`src/rtl/mdu_iter.sv`:
```
// mdu_iter: multi-cycle multiply/divide unit that sits beside the EX-stage ALU.
// Its results land in the architectural HI/LO registers.
//
// Ports
//   clk      in   clock; all state updates on the rising edge
//   reset_n  in   asynchronous active-low reset
//   start    in   request strobe
//   op       in   0 NONE, 1 MULT, 2 MULTU, 3 DIV, 4 DIVU, 5 MTHI, 6 MTLO, 7 NONE
//   a        in   rs operand (dividend / multiplicand / MT* data)
//   b        in   rt operand (divisor / multiplier)
//   busy     out  high while a MULT/DIV is in flight
//   hi, lo   out  HI/LO registers (registered; always readable)
//   state_o  out  FSM state for observation (0 IDLE, 1 MUL, 2 DIV)
//
// Handshake: a request is taken on a rising edge where start=1 and busy=0.
// A start seen while busy=1 is dropped with no side effect. The issuing
// pipeline must stall while busy=1, so busy works as an inverted ready. The
// completion edge still has busy=1, so a request held across that edge is
// taken on the following edge.
module mdu_iter #(
  parameter int MULT_CYCLES = 5,
  // The divider datapath always does one restoring step per cycle over 32
  // bits, so this value must stay 32.
  parameter int DIV_CYCLES  = 32
) (
  input  logic        clk,
  input  logic        reset_n,
  input  logic        start,
  input  logic [2:0]  op,
  input  logic [31:0] a,
  input  logic [31:0] b,
  output logic        busy,
  output logic [31:0] hi,
  output logic [31:0] lo,
  output logic [1:0]  state_o
);

  localparam logic [2:0] OP_MULT  = 3'd1;
  localparam logic [2:0] OP_MULTU = 3'd2;
  localparam logic [2:0] OP_DIV   = 3'd3;
  localparam logic [2:0] OP_DIVU  = 3'd4;
  localparam logic [2:0] OP_MTHI  = 3'd5;
  localparam logic [2:0] OP_MTLO  = 3'd6;

  localparam int MAXC = (MULT_CYCLES > DIV_CYCLES) ? MULT_CYCLES : DIV_CYCLES;
  localparam int CW   = (MAXC > 1) ? $clog2(MAXC) : 1;

  typedef enum logic [1:0] {
    S_IDLE = 2'd0,
    S_MUL  = 2'd1,
    S_DIV  = 2'd2
  } state_e;

  state_e        state_q;
  logic [CW-1:0] cnt_q;
  logic [63:0]   prod_q;
  logic [31:0]   rem_q;    // partial remainder
  logic [31:0]   dvd_q;    // dividend bits shift out, quotient bits shift in
  logic [31:0]   dsr_q;    // divisor magnitude
  logic          q_neg_q;
  logic          r_neg_q;
  logic          dz_q;     // divide by zero
  logic          busy_q;
  logic [31:0]   hi_q;
  logic [31:0]   lo_q;

  // Operand preparation for an accepted request.
  logic        is_signed_div;
  logic [63:0] a_ext, b_ext, product;
  logic [31:0] a_abs, b_abs;

  always_comb begin
    is_signed_div = (op == OP_DIV);
    a_ext   = (op == OP_MULT) ? {{32{a[31]}}, a} : {32'd0, a};
    b_ext   = (op == OP_MULT) ? {{32{b[31]}}, b} : {32'd0, b};
    // The low 64 bits of the sign-extended product are the signed product.
    product = a_ext * b_ext;
    // -0x8000_0000 wraps back to 0x8000_0000, which is its correct unsigned
    // magnitude, so the overflow case needs no special handling.
    a_abs   = (is_signed_div && a[31]) ? (32'd0 - a) : a;
    b_abs   = (is_signed_div && b[31]) ? (32'd0 - b) : b;
  end

  // One restoring step: shift the next dividend bit into the remainder and
  // keep the subtraction only if it does not go negative.
  logic [32:0] shifted, diff;
  logic [31:0] rem_d, dvd_d, quo_fin, rem_fin;

  always_comb begin
    shifted = {rem_q, dvd_q[31]};
    diff    = shifted - {1'b0, dsr_q};
    rem_d   = shifted[31:0];
    dvd_d   = {dvd_q[30:0], 1'b0};
    if (!diff[32]) begin
      rem_d = diff[31:0];
      dvd_d = {dvd_q[30:0], 1'b1};
    end
    // On divide by zero every step succeeds, so the remainder ends up as
    // |a|. The sign fix then gives back a. The quotient is forced to all ones.
    quo_fin = dz_q ? 32'hFFFF_FFFF : (q_neg_q ? (32'd0 - dvd_d) : dvd_d);
    rem_fin = r_neg_q ? (32'd0 - rem_d) : rem_d;
  end

  always_ff @(posedge clk or negedge reset_n) begin
    if (!reset_n) begin
      state_q <= S_IDLE;
      cnt_q   <= '0;
      prod_q  <= '0;
      rem_q   <= '0;
      dvd_q   <= '0;
      dsr_q   <= '0;
      q_neg_q <= 1'b0;
      r_neg_q <= 1'b0;
      dz_q    <= 1'b0;
      busy_q  <= 1'b0;
      hi_q    <= '0;
      lo_q    <= '0;
    end else begin
      case (state_q)
        S_IDLE: begin
          if (start) begin
            case (op)
              OP_MULT, OP_MULTU: begin
                prod_q  <= product;
                cnt_q   <= CW'(MULT_CYCLES - 1);
                busy_q  <= 1'b1;
                state_q <= S_MUL;
              end
              OP_DIV, OP_DIVU: begin
                rem_q   <= '0;
                dvd_q   <= a_abs;
                dsr_q   <= b_abs;
                q_neg_q <= is_signed_div & (a[31] ^ b[31]);
                r_neg_q <= is_signed_div & a[31];
                dz_q    <= (b == 32'd0);
                cnt_q   <= CW'(DIV_CYCLES - 1);
                busy_q  <= 1'b1;
                state_q <= S_DIV;
              end
              OP_MTHI: hi_q <= a;
              OP_MTLO: lo_q <= a;
              default: ;
            endcase
          end
        end
        S_MUL: begin
          if (cnt_q == '0) begin
            hi_q    <= prod_q[63:32];
            lo_q    <= prod_q[31:0];
            busy_q  <= 1'b0;
            state_q <= S_IDLE;
          end else begin
            cnt_q <= cnt_q - 1'b1;
          end
        end
        S_DIV: begin
          rem_q <= rem_d;
          dvd_q <= dvd_d;
          // The last step's result is committed on the same edge it completes.
          if (cnt_q == '0) begin
            hi_q    <= rem_fin;
            lo_q    <= quo_fin;
            busy_q  <= 1'b0;
            state_q <= S_IDLE;
          end else begin
            cnt_q <= cnt_q - 1'b1;
          end
        end
        default: begin
          busy_q  <= 1'b0;
          state_q <= S_IDLE;
        end
      endcase
    end
  end

  assign busy    = busy_q;
  assign hi      = hi_q;
  assign lo      = lo_q;
  assign state_o = state_q;

endmodule

```
`config.mk`:
```
export PLATFORM = sky130hd
export DESIGN_NAME = mdu_iter
export DESIGN_NICKNAME = d
export VERILOG_FILES = /design/src/rtl/mdu_iter.sv
export SDC_FILE = /design/constraint.sdc
export NUM_CORES = 2
export LEC_CHECK = 0
export ABC_AREA = 1
export CORE_ASPECT_RATIO = 0.6
export CORE_MARGIN = 5
export CORE_UTILIZATION = 45
export CTS_BUF_LIST = sky130_fd_sc_hd__clkbuf_4 sky130_fd_sc_hd__clkbuf_8
export DETAILED_ROUTE_END_ITERATION = 7
export HOLD_SLACK_MARGIN = 0.1
export PLACE_DENSITY = 0.66
export SYNTH_ARGS = -nofsm -noshare
export SYNTH_HDL_FRONTEND = slang
export SYNTH_SLANG_ARGS = --single-unit
export TNS_END_PERCENT = 30
```
`constraint.sdc`:
```
create_clock -name clk -period 9.45 [get_ports clk]
set_input_delay 1.89 -clock clk [delete_from_list [all_inputs] [get_ports clk]]
set_output_delay 1.89 -clock clk [all_outputs]
set_load 0.03 [all_outputs]
```
**Word-level counts from Yosys, hierarchy flattened**

Cells that the tools add are included.

- Register bits: 235
- Bits of input ports: 70
- Output and inout port bits: 67
- Logic and storage cells: 97

- Add/subtract/negate cells: 6
- Multipliers: 1
- Equal/unequal tests: 18
- Muxes and demuxes: 37
- Bitwise gates (word level): 3
- Reduce and logical (&&, ||, !) cells: 20

Operators by type and width:

| cell | number |
|---|---|
| $mux 32 | 18 |
| $pmux 32 s3 | 2 |
| $mux 64 | 2 |
| $pmux 32 s2 | 2 |
| $sub 1x32->32 const A | 4 |
| $mul 64x64->64 | 1 |
| $sub 33x32->33 | 1 |
| $logic_not 32->1 | 1 |
| $pmux 5 s2 | 2 |
| $reduce_and 3->1 | 5 |
| $mux 5 | 2 |
| $ne 2x2->1 const B | 5 |
| $reduce_and 5->1 | 2 |
| $eq 3x3->1 const B | 3 |
| $ne 2x1->1 const B | 4 |
| $pmux 2 s2 | 2 |
| $eq 3x2->1 const B | 2 |
| $reduce_or 2->1 | 3 |
| $logic_not 5->1 | 1 |
| $sub 5x1->5 const B | 1 |
| $mux 1 | 4 |
| $mux 2 | 2 |
| $reduce_and 4->1 | 1 |
| $reduce_bool 2->1 | 2 |
| other kinds (11) | 13 |

**Logic depth before layout (Yosys ltp)**

- Depth after elaboration: 7
- Mapped depth: 44

**Least setup slack after synthesis**

No wires, ideal clock.

- Kind: input to register
- Start: input port op[0]
- End: register prod_q[59]
- Arrival time: 10.699 ns
- Required time: 9.323 ns
- Path slack: -1.376 ns
- Cell stages on the path: 38
- Buffers on the path: 3
- Cells stage by stage: inv_1 > nor2_1 > nand2_1 > clkbuf_1 > buf_1 > clkbuf_1 > nor2_1 > fa_1 > inv_1 > fa_1 > inv_1 > fa_1 > inv_1 > fa_1 > inv_1 > fa_1 > fa_1 > fa_1 > [2 not listed] > inv_1 > fa_1 > inv_1 > ha_1 > nand2_1 > nor2_1 > inv_1 > nor2_1 > nand2_1 > inv_1 > nand3_1 > nand3_1 > nand2_1 > nand2_1 > a21boi_0 > or2_2 > a21oi_1 > o21ai_0

- Cells in the longest elaborated chain, start to end: 3
- Elaborated cells on any way between the ends: 7
- Classes of those cells: 1 x mul; 2 x eq/ne; 2 x mux; 2 x reduce/logical

RTL lines:

| item | line | text |
|---|---|---|
| start, declared | 29 | `input logic [2:0] op,` |
| $eq 3x1->1 / $eq 3x2->1 (equally long branches) | 74, 75, 122 |  |
| $mux 64, or another cell as far along | 74 | `a_ext = (op == OP_MULT) ? {{32{a[31]}}, a} : {32'd0, a};` |
| $mul 64x64->64 / $reduce_and 3->1 (equally long branches) | n/a |  |
| end signal, assigned | 124 | `prod_q <= product;` |
| end, declared | 56 | `logic [63:0] prod_q;` |

Parallel ways exist; a longest one is shown, timed or not.
A chain may end at the register's enable or synchronous reset.

**Worst setup path in the final report**

- Start: input port op[0]
- End: register prod_q[58]

Same word-level chain as after synthesis.

==> run_results.csv <==
group,metric,value,unit
routing,drtIter0Drc,6534,
clocking,path_clk_slew,70,ps
grt,grt_usage,34.9,%
floorplan,start_util,45.1,%
synth,netlist_area,0.0649,sq mm
floorplan,fp.dieW,500,um
clocking,cts_inserted_buffers,41,
routing,wire_per_inst,24.3,um
critical_path,crit_required,9940,ps
final_layout,nNetsFinal,10852,
synth,synthCells,8206,
sta,rsz0062_at_grt,"yes",
critical_path,reg2reg_from,"dvd_q[31]",
floorplan,die_y,304,um
grt,grt_max_degree,147,
sta,hold_slack,484,ps
sta,min_period,9780,ps
clocking,clock_latency,640,ps
final_layout,fillCellCount,13470,
run_status,violations,"setup timing",
final_layout,layout_commonest_cell,"inv_1",
synth,synth_flop_cell,"dfrtp_1",
critical_path,reg2reg_to,"lo[30]",
sta,skew,51.6,ps
routing,ant_nets,0,
clocking,cts_root_buf,"clkbuf_8",
final_layout,layout_common_cells,"2,242 x inv_1, 1,908 x nand2_1, 1,325 x fa_1",
grt,grt_pass1_vias,57968,
sta,drv_slew,0,
grt,grt_pass1_wl,390000,um
routing,route.detailed.drc,0,
sta,setup_ws,-328,ps
clocking,cts_max_level,2,
critical_path,worstRegToRegCells,31,
critical_path,slowest_stage,"fa_2",
critical_path,cp-end-kind,"flip-flop",
place,dpl_cell_area,0.0752,sq mm
synth,ys_ff_latch,235,
critical_path,max_stage_delay,630,ps
run,drv_cap,0,
routing,firstDrtPassIters,6,
clocking,cts_hold_buf,0,
grt,antenna_found_initial,35,
sta,setup-violations-final,20,
hold_path,hold_depth,2,
critical_path,worstPathMaxFanout,6,
clocking,cts_sinks,235,
floorplan,design.core.area,0.144,sq mm
synth,ys_types,59,
grt,use_met1,55.0,%
place,gp_congestion,1.05,
routing,routed_wl,267000,um
critical_path,cp-start-kind,"primary input",
synth,netlist.area_leader.share,43.8,%
hold_path,hold_path.class,"reg -> reg",
run_status,outcome,"finished, violations left",
critical_path,crit_top_cell,"fa_1",
grt,grt-busiest-layer,"met1",
grt,grt_util_met2,42.3,%
hold_path,hold_end,"lo[13]",
synth,synthArstFlopShare,100,%
hold_path,holdCritStartpoint,"lo[13]",
place,dp_hpwl,226000,um
critical_path,r2r_slack,3490,ps
routing,vias_per_cell,5.26,
sta,max_clock_freq,0.102,GHz
synth,synth.yosys.warnings,0,
grt,met3_usage,17.2,%
sta,worst_pin_slew,1190,ps
synth,synth_area_leader_cell,"fa_1",
floorplan,die-area,0.152,sq mm
sta,max_slew_margin,20.4,%
floorplan,io_pins,137,
final_layout,syn_to_final_growth,21.5,%
floorplan,row_count,108,
sta,hold_viol,0,
final_layout,multiInputGateArea,0.0505,sq mm
final_layout,final_area,0.0789,sq mm
synth,yosys-top-cells-area,"fa_1 44%, inv_1 13%, nand2_1 11%",
routing,routed-via-count,57662,
critical_path,worstPathArrival,10270,ps
synth,synth_edf_count,0,
critical_path,path_class,"in -> reg",
synth,avgSynthCellArea,7.91,sq um
place,post-place-ws,-1620,ps
final_layout,drive_gt1_share,17.7,%
clocking,max-clock-path-buffers,3,
clocking,cts_tree,"done",
final_layout,seq_area,0.00588,sq mm
sta,period_share,103,%
place,port_buffers,136,
synth,ys_seq_area_share,9.05,%
synth,syn_nets,10050,
grt,grt-ovfl-total,0,
-- cell families after synthesis --
kind of cell    after synthesis  share of synthesized area, %
fa+ha+maj                  1774                          50.6
compound gates              704                          6.13
buf+inv                    2684                          15.6
simple gates               2656                          16.5
xor+xnor                    153                          2.06
flops                       235                          9.05
-- Yosys cell counts (all sizes together) (4+ instances only) --
library cell  count
o21ai           331
fa             1420
a31oi            22
xnor2            71
o22ai            30
o211ai           14
buf             100
clkinv            4
o221ai           15
a22o              4
a21oi           206
nor4             15
o21bai           11
dfrtp           235
inv            2318
o31ai            11
nor3             55
nand3           155
clkbuf          262
or2              44
nand2          1976
ha              354
a21o              5
o21a              9
xor2             82
nand4            19
nand3b           12
a21boi           29
nor2            375
a2bb2oi           8
-- routing by layer --
| metal | vias to the layer above | part of all wire (%) | wire, um |
|---|---|---|---|
| li1 | 25217 | - | - |
| met1 | 28916 | 46 | 123000 |
| met2 | 3215 | 35 | 94200 |
| met3 | 294 | 17 | 44300 |
| met4 | 20 | 2.0 | 5420 |
| met5 | - | 0.13 | 360 |
-- per-stage QoR --
step                setup TNS (ps)  std cells  util [%]
finish                       -3350      10970      54.8
global route                 -8950      10965      54.8
CTS                          -2230      10925      54.1
detailed placement          -48090      10793      52.2
global placement            -45590      10793      52.2
floorplan                    -2650       8206         -
-- how the worst max path moves through the flow --
| stage | endpoint | cells after the start | start |
|---|---|---|---|
| after floorplan | prod_q[59] | 38 | op[0] |
| after global placement | prod_q[63] | 32 | op[0] |
| after detailed placement | prod_q[63] | 32 | op[0] |
| after CTS | prod_q[61] | 40 | op[0] |
| after global routing | prod_q[58] | 36 | op[0] |
| final | prod_q[58] | 37 | op[0] |
-- registers in the layout, indices dropped and copies added (netlist names), 2 cells and up --
register and count:
prod_q 64, dsr_q 32, dvd_q 32, hi 32
lo 32, rem_q 32, cnt_q 5, state_o 2
-- cell type report --
type                       instances  area share [%]
multi-input combinational       5287            64.0
timing repair buffer            1121            13.1
inverter                        2322            11.1
sequential                       235            7.45
tap                             1925            3.05
clock buffer                      58           0.980
clock inverter                    15           0.330
antenna                            7          0.0222
-- critical path: cells and delay by family --
kind,cells,cell delay [ps]
buffers and inverters,12,960
adder cells (fa/ha/maj),11,5520
XOR/XNOR,1,200
AND/OR/NAND/NOR,7,710
AO/OA/AOI/OAI,6,930
-- repair_timing --
item / CTS / global route
setup buffers: 48 / 37
pin swaps: 125 / 131
cloned: 12 / 4
resized for setup: 312 / 219
setup endpoints to repair: 35 / 40
Power is not shown: default switching activity piles up to over one toggle a cycle in this logic, so the estimate is an artifact.
